`src/rtl/uart_baud_gen_frac.sv`:
```
// Fractional-N oversample tick generator for the UART: os_tick at eff + a_frac/2^FRAC_W clocks,
// with bit-rate and mid-bit strobes derived from an oversample counter.
module uart_baud_gen_frac #(
   parameter int                 DIV_W            = 16,
   parameter int                 FRAC_W           = 8,
   parameter int                 OVERSAMPLE       = 16,
   parameter logic [DIV_W-1:0]   DEFAULT_DIV_INT  = DIV_W'(27),
   parameter logic [FRAC_W-1:0]  DEFAULT_DIV_FRAC = FRAC_W'(0)
) (
   input  logic              clk,
   input  logic              reset_n,
   input  logic              en,
   input  logic [DIV_W-1:0]  div_int,
   input  logic [FRAC_W-1:0] div_frac,
   input  logic              div_load,
   input  logic              resync,
   output logic              os_tick,
   output logic              bit_tick,
   output logic              mid_tick,
   output logic              div_pending
);

   localparam int OS_W = (OVERSAMPLE > 1) ? $clog2(OVERSAMPLE) : 1;

   logic [DIV_W-1:0]  cnt;
   logic [FRAC_W-1:0] acc;
   logic              long_p;
   logic [OS_W-1:0]   os_cnt;
   logic [DIV_W-1:0]  a_int;
   logic [FRAC_W-1:0] a_frac;
   logic [DIV_W-1:0]  s_int;
   logic [FRAC_W-1:0] s_frac;
   logic              pend;

   logic [DIV_W-1:0]  eff;
   logic [DIV_W:0]    period_m1;
   logic              apply;
   logic              os_wrap;
   logic [FRAC_W:0]   acc_sum;

   // Divisors below 2 would make the period degenerate, so they clamp to 2.
   assign eff       = (a_int < DIV_W'(2)) ? DIV_W'(2) : a_int;
   assign period_m1 = {1'b0, eff} + (DIV_W+1)'(long_p) - (DIV_W+1)'(1);
   assign acc_sum   = {1'b0, acc} + {1'b0, a_frac};
   assign os_wrap   = (os_cnt == OS_W'(OVERSAMPLE-1));

   // A resync cycle restarts the phase, so it never produces a strobe itself.
   assign os_tick     = en & ~resync & ({1'b0, cnt} == period_m1);
   assign bit_tick    = os_tick & os_wrap;
   assign mid_tick    = os_tick & (os_cnt == OS_W'(OVERSAMPLE/2-1));
   assign div_pending = pend;

   // A pending divisor lands on a period boundary, immediately when stalled, or on resync.
   assign apply = pend & (os_tick | ~en | resync);

   // Shadow/active divisor registers; resync with a fresh load bypasses the shadow.
   always_ff @(posedge clk or negedge reset_n) begin
      if (!reset_n) begin
         s_int  <= DEFAULT_DIV_INT;
         s_frac <= DEFAULT_DIV_FRAC;
         a_int  <= DEFAULT_DIV_INT;
         a_frac <= DEFAULT_DIV_FRAC;
         pend   <= 1'b0;
      end else begin
         if (div_load) begin
            s_int  <= div_int;
            s_frac <= div_frac;
         end
         if (resync && div_load) begin
            a_int  <= div_int;
            a_frac <= div_frac;
         end else if (apply) begin
            a_int  <= s_int;
            a_frac <= s_frac;
         end
         if (div_load)
            pend <= ~resync;
         else if (apply)
            pend <= 1'b0;
      end
   end

   // Period counter, fractional accumulator and oversample counter.
   always_ff @(posedge clk or negedge reset_n) begin
      if (!reset_n) begin
         cnt    <= '0;
         acc    <= '0;
         long_p <= 1'b0;
         os_cnt <= '0;
      end else if (resync) begin
         cnt    <= '0;
         acc    <= '0;
         long_p <= 1'b0;
         os_cnt <= '0;
      end else if (os_tick) begin
         cnt <= '0;
         if (apply) begin
            acc    <= '0;
            long_p <= 1'b0;
         end else begin
            {long_p, acc} <= acc_sum;
         end
         os_cnt <= os_wrap ? '0 : os_cnt + OS_W'(1);
      end else if (en) begin
         cnt <= cnt + DIV_W'(1);
      end
   end

endmodule

```
`config.mk`:
```
export PLATFORM = sky130hd
export DESIGN_NAME = uart_baud_gen_frac
export DESIGN_NICKNAME = d
export VERILOG_FILES = /design/src/rtl/uart_baud_gen_frac.sv
export SDC_FILE = /design/constraint.sdc
export NUM_CORES = 1
export LEC_CHECK = 0
export BUFFER_PORTS_ARGS = -buffer_cell sky130_fd_sc_hd__buf_2
export CAP_MARGIN = 20
export CORE_MARGIN = 2
export CORE_UTILIZATION = 51
export DETAILED_ROUTE_END_ITERATION = 8
export PLACE_DENSITY = 0.7
export SETUP_SLACK_MARGIN = 0.3
export SLEW_MARGIN = 5
export SYNTH_ARGS = -nofsm -noshare
export SYNTH_HDL_FRONTEND = slang
export SYNTH_SLANG_ARGS = --single-unit
export TNS_END_PERCENT = 5
```
`constraint.sdc`:
```
create_clock -name clk -period 11.9 [get_ports clk]
set_input_delay 0.595 -clock clk [delete_from_list [all_inputs] [get_ports clk]]
set_output_delay 0.595 -clock clk [all_outputs]
set_load 0.03 [all_outputs]
```
==> results.txt <==
----------------------------------------------------
[Status]
  Result of the run ... finished clean

[Critical path]
  Kind of start point of the critical path ... register
  Startpoint-to-endpoint class of the critical path ... reg -> out
  First element of the critical path ... a_int[9]
  Top fanout value on the critical path ... 20
  Crit. End Element ... output pin
  Endpoint arrival time on the critical path ... 5.58 ns
  R2r startpoint ... a_int[9]
  Worst path required time ... 11.31 ns

[Timing]
  Final Hold Viols ... 0
  Headroom to the max-slew limit ... 33.6%
  Final setup violation count ... 0
  Max-slew violations ... 0
  Timing-limited maximum frequency ... 0.162 GHz
  Post-route clock period utilization ... 51.9%
  Worst clock skew ... 0.0108 ns
  Tmin final ... 6.17 ns
  Worst hold margin ... 0.0686 ns
  Total negative slack for setup checks ... 0 ns
  Unrepaired setup endpoints after global routing ... no
  Tightest Pin Transition ... 0.986 ns

[Global route]
  Largest net degree at the start of global routing ... 79
  GRT Resource Usage Total ... 23.3%
  Most used routing layer ... met2
  Vias in the first global route ... 3,543
  GR Layer Usage met1 ... 30.0%
  GRT met3 Usage ... 2.98%
  Overflow after GRT ... 0
  Wire length of the first global-routing pass ... 18,000 um
  Met2 Use GR ... 40.6%
  Number of antenna violations at the first check in global routing ... 0

[Synth]
  Cell count after synthesis ... 475
  Fraction of post-synthesis cell area in the top cell type by area ... 38.0%
  Area of the mapped netlist ... 0.00461 mm^2
  Number of different library cells in the post-synthesis netlist ... 58
  Portion of the post-synthesis area used by sequential elements ... 42.6%
  Flip-flop and latch count after synthesis ... 78
  Share of synthesized registers carrying an async set or reset ... 100%
  Cell taking the most area after synthesis ... sky130_fd_sc_hd__dfrtp_1
  Yosys warning total ... 0
  Most used flip-flop cell after synthesis ... sky130_fd_sc_hd__dfrtp_1
  Synthesized netlist net count ... 517
  Largest cells by area after synthesis ... sky130_fd_sc_hd__dfrtp_1 (38%), sky130_fd_sc_hd__mux2_2 (5.9%), sky130_fd_sc_hd__o221a_1 (4.9%)
  Number of synthesized flops with an enable pin ... 0
  Average instance area after synthesis ... 9.70 um^2

[Detailed routing]
  Detailed Route Iter0 Violations ... 172
  Routed Antenna Nets ... 0
  Routed vias/inst ... 6.02
  Number of design rule violations left after detail routing ... 0
  Routed wirelength normalized by instance count ... 17.8 um
  Drt total wl ... 10,700 um
  DR vias ... 3,638
  Pre-antenna DRT Iters ... 4

[Power and ir drop]
  Worst-case vdd ir drop ... 0.0616 mV
  Switching component of the power ... 202 uW
  Total internal power ... 447 uW
  Areal power density over the cells ... 130 mW/mm^2
  LEAKAGE ... 2.03 nW
  Switch share ... 31.2%
  Clock network fraction of design power ... 31.0%
  Comb pwr share ... 19.3%
  Part of the power in registers ... 49.6%

[Worst hold path]
  Path type of the worst min-delay path ... in -> async

[Placement]
  Placer's final routability congestion estimate ... 0.944
  Number of buffer cells added on primary ports ... 32
  Post-detailed-placement half-perimeter wirelength ... 7340 um

[Finish]
  Area growth from synthesis to layout ... 8.47%
  Ratio of cells with drive above 1 in the final layout ... 19.2%
  Total of fill cells in the finished design ... 783
  Count of inserted antenna diode cells ... 0
  Multi-input combinational cell area ... 0.00247 mm^2
  Final net count ... 533
  Area used by sequential logic in the layout ... 0.00196 mm^2

[Clocking]
  Clock sinks ... 78
  Clock tree from TritonCTS ... yes
  Clk_lat worst skew ... 0.36 ns
  Depth of the CTS H-tree ... 3
  CTS root buf ... sky130_fd_sc_hd__clkbuf_8
  Number of post-CTS setup repair buffers ... 0
  Post-cts repair resize count ... 0
  Number of buffers between clock root and the deepest sink ... 2
  Clock-pin slew of the registers on the worst-case setup and hold paths ... 0.08 ns
  Hold bufs inserted after CTS ... 0
  Total CTS buffers ... 9

[Die]
  Vertical die dimension ... 99.1 um
  Core Region ... 0.00876 mm^2
  Chip width ... 99.1 um
  Die outline area ... 0.00981 mm^2
  # rows ... 34
  Effective utilization at floorplan ... 52.6%
  I/O pin total ... 33

[Flow run]
  Max-cap check violation count ... 0

----------------------------------------------------
-- cell usage after synthesis, types with 4 or more instances --
| cell type | instances |
|---|---|
| sky130_fd_sc_hd__nor2b_1 | 4 |
| sky130_fd_sc_hd__a21oi_1 | 16 |
| sky130_fd_sc_hd__nor2_1 | 39 |
| sky130_fd_sc_hd__buf_6 | 4 |
| sky130_fd_sc_hd__dfstp_2 | 8 |
| sky130_fd_sc_hd__xor2_1 | 19 |
| sky130_fd_sc_hd__clkbuf_1 | 16 |
| sky130_fd_sc_hd__nand3_1 | 16 |
| sky130_fd_sc_hd__nand4_1 | 5 |
| sky130_fd_sc_hd__o21ai_0 | 34 |
| sky130_fd_sc_hd__o21a_1 | 4 |
| sky130_fd_sc_hd__dfrtp_1 | 70 |
| sky130_fd_sc_hd__nand2_1 | 57 |
| sky130_fd_sc_hd__nor4_1 | 5 |
| sky130_fd_sc_hd__or3_1 | 10 |
| sky130_fd_sc_hd__mux2i_1 | 5 |
| sky130_fd_sc_hd__mux2_2 | 24 |
| sky130_fd_sc_hd__buf_2 | 8 |
| sky130_fd_sc_hd__nor3_1 | 18 |
| sky130_fd_sc_hd__o221a_2 | 4 |
| sky130_fd_sc_hd__xnor2_1 | 15 |
| sky130_fd_sc_hd__inv_1 | 6 |
| sky130_fd_sc_hd__ha_1 | 12 |
| sky130_fd_sc_hd__o221a_1 | 20 |
| sky130_fd_sc_hd__a21o_1 | 4 |
-- cells by family (layout without fill, tap and decap cells) --
kind of cell,Yosys count,after routing,share of synthesized area [%]
multiplexers,29,29,6.95
buffers and inverters,37,58,3.88
AND/OR/NAND/NOR,178,178,19.5
flip-flops,78,78,42.6
AO/OA/AOI/OAI,106,106,16.9
adder cells (fa/ha/maj),13,13,3.69
XOR/XNOR,34,34,6.46
-- state kept, by name, summed over array words and instances, names as in the netlist --
register / flops
a_int: 16
cnt: 16
s_int: 16
a_frac: 8
acc: 8
s_frac: 8
os_cnt: 4
div_pending: 1
long_p: 1
-- power groups by stage --
stage | combinational, mW | sequential (mW) | clock [mW]
floorplan | 0.107 | 0.310 | 0
global placement | 0.122 | 0.325 | 0
detailed placement | 0.124 | 0.327 | 0
CTS | 0.125 | 0.322 | 0.205
global route | 0.141 | 0.326 | 0.216
finish | 0.126 | 0.322 | 0.201
-- routing by layer --
layer  vias to the layer above  wire (um)  share of wire (%)
li1                       1773          -                  -
met1                      1775       4760                 44
met2                        79       5350                 50
met3                        11        494                4.6
met4                         0        143                1.3
met5                         -          0                  0
-- area by class of cell --
cell class / instances / area share, %
sequential: 78 / 39.2
timing repair buffer: 36 / 4.40
clock inverter: 5 / 1.20
multi-input combinational: 360 / 49.4
clock buffer: 11 / 2.63
tap: 108 / 2.70
inverter: 6 / 0.450
-- critical path, cell delays in order, from the launching register on --
cell                        delay [ns]
sky130_fd_sc_hd__dfrtp_1          0.45
sky130_fd_sc_hd__or3_1            0.54
sky130_fd_sc_hd__or4_4            0.60
sky130_fd_sc_hd__o21ai_0          0.17
sky130_fd_sc_hd__ha_1             0.19
sky130_fd_sc_hd__ha_1             0.24
sky130_fd_sc_hd__nor2b_1          0.33
sky130_fd_sc_hd__a31oi_1          0.13
sky130_fd_sc_hd__a2111oi_0        0.63
sky130_fd_sc_hd__o21ai_1          0.23
sky130_fd_sc_hd__nor4_4           0.36
sky130_fd_sc_hd__and4_1           0.73
sky130_fd_sc_hd__nand2_1          0.19
sky130_fd_sc_hd__nor3b_1          0.20
sky130_fd_sc_hd__buf_2            0.22
-- worst paths after layout --
check	endpoint	slack (ns)	depth (start not counted)
max reg2reg	acc[3]	6.57	13
min reg2reg	acc[0]	0.51	2
max in group asynchronous	a_int[1]	11.21	2
min in group clk	s_frac[2]	0.48	2
max	mid_tick	5.73	14
min	a_int[13]	0.07	1
-- per-stage QoR --
stage / setup WS [ns] / std cells / total power, mW / util (%) / instance area, um^2
2_1_floorplan: 6.87 / 475 / 0.417 / - / 4610
3_3_place_gp: 6.25 / 586 / 0.447 / 54.4 / 4770
3_5_place_dp: 6.10 / 586 / 0.451 / 54.4 / 4770
4_1_cts: 5.71 / 602 / 0.652 / 56.6 / 4960
5_1_grt: 5.23 / 604 / 0.684 / 57.1 / 5000
6_report: 5.73 / 604 / 0.649 / 57.1 / 5000
-- cell usage in the layout (no fill, tap or decap), types with 5 or more instances in the layout --
| master | count |
|---|---|
| sky130_fd_sc_hd__a21oi_1 | 16 |
| sky130_fd_sc_hd__buf_2 | 31 |
| sky130_fd_sc_hd__clkbuf_8 | 9 |
| sky130_fd_sc_hd__dfrtp_1 | 70 |
| sky130_fd_sc_hd__dfstp_2 | 8 |
| sky130_fd_sc_hd__ha_1 | 12 |
| sky130_fd_sc_hd__inv_1 | 6 |
| sky130_fd_sc_hd__mux2_2 | 24 |
| sky130_fd_sc_hd__mux2i_1 | 5 |
| sky130_fd_sc_hd__nand2_1 | 57 |
| sky130_fd_sc_hd__nand3_1 | 16 |
| sky130_fd_sc_hd__nand4_1 | 5 |
| sky130_fd_sc_hd__nor2_1 | 39 |
| sky130_fd_sc_hd__nor3_1 | 18 |
| sky130_fd_sc_hd__nor4_1 | 5 |
| sky130_fd_sc_hd__o21ai_0 | 34 |
| sky130_fd_sc_hd__o221a_1 | 20 |
| sky130_fd_sc_hd__or3_1 | 10 |
| sky130_fd_sc_hd__xnor2_1 | 15 |
| sky130_fd_sc_hd__xor2_1 | 19 |
Note: power is estimated with default switching activity, not from simulation.
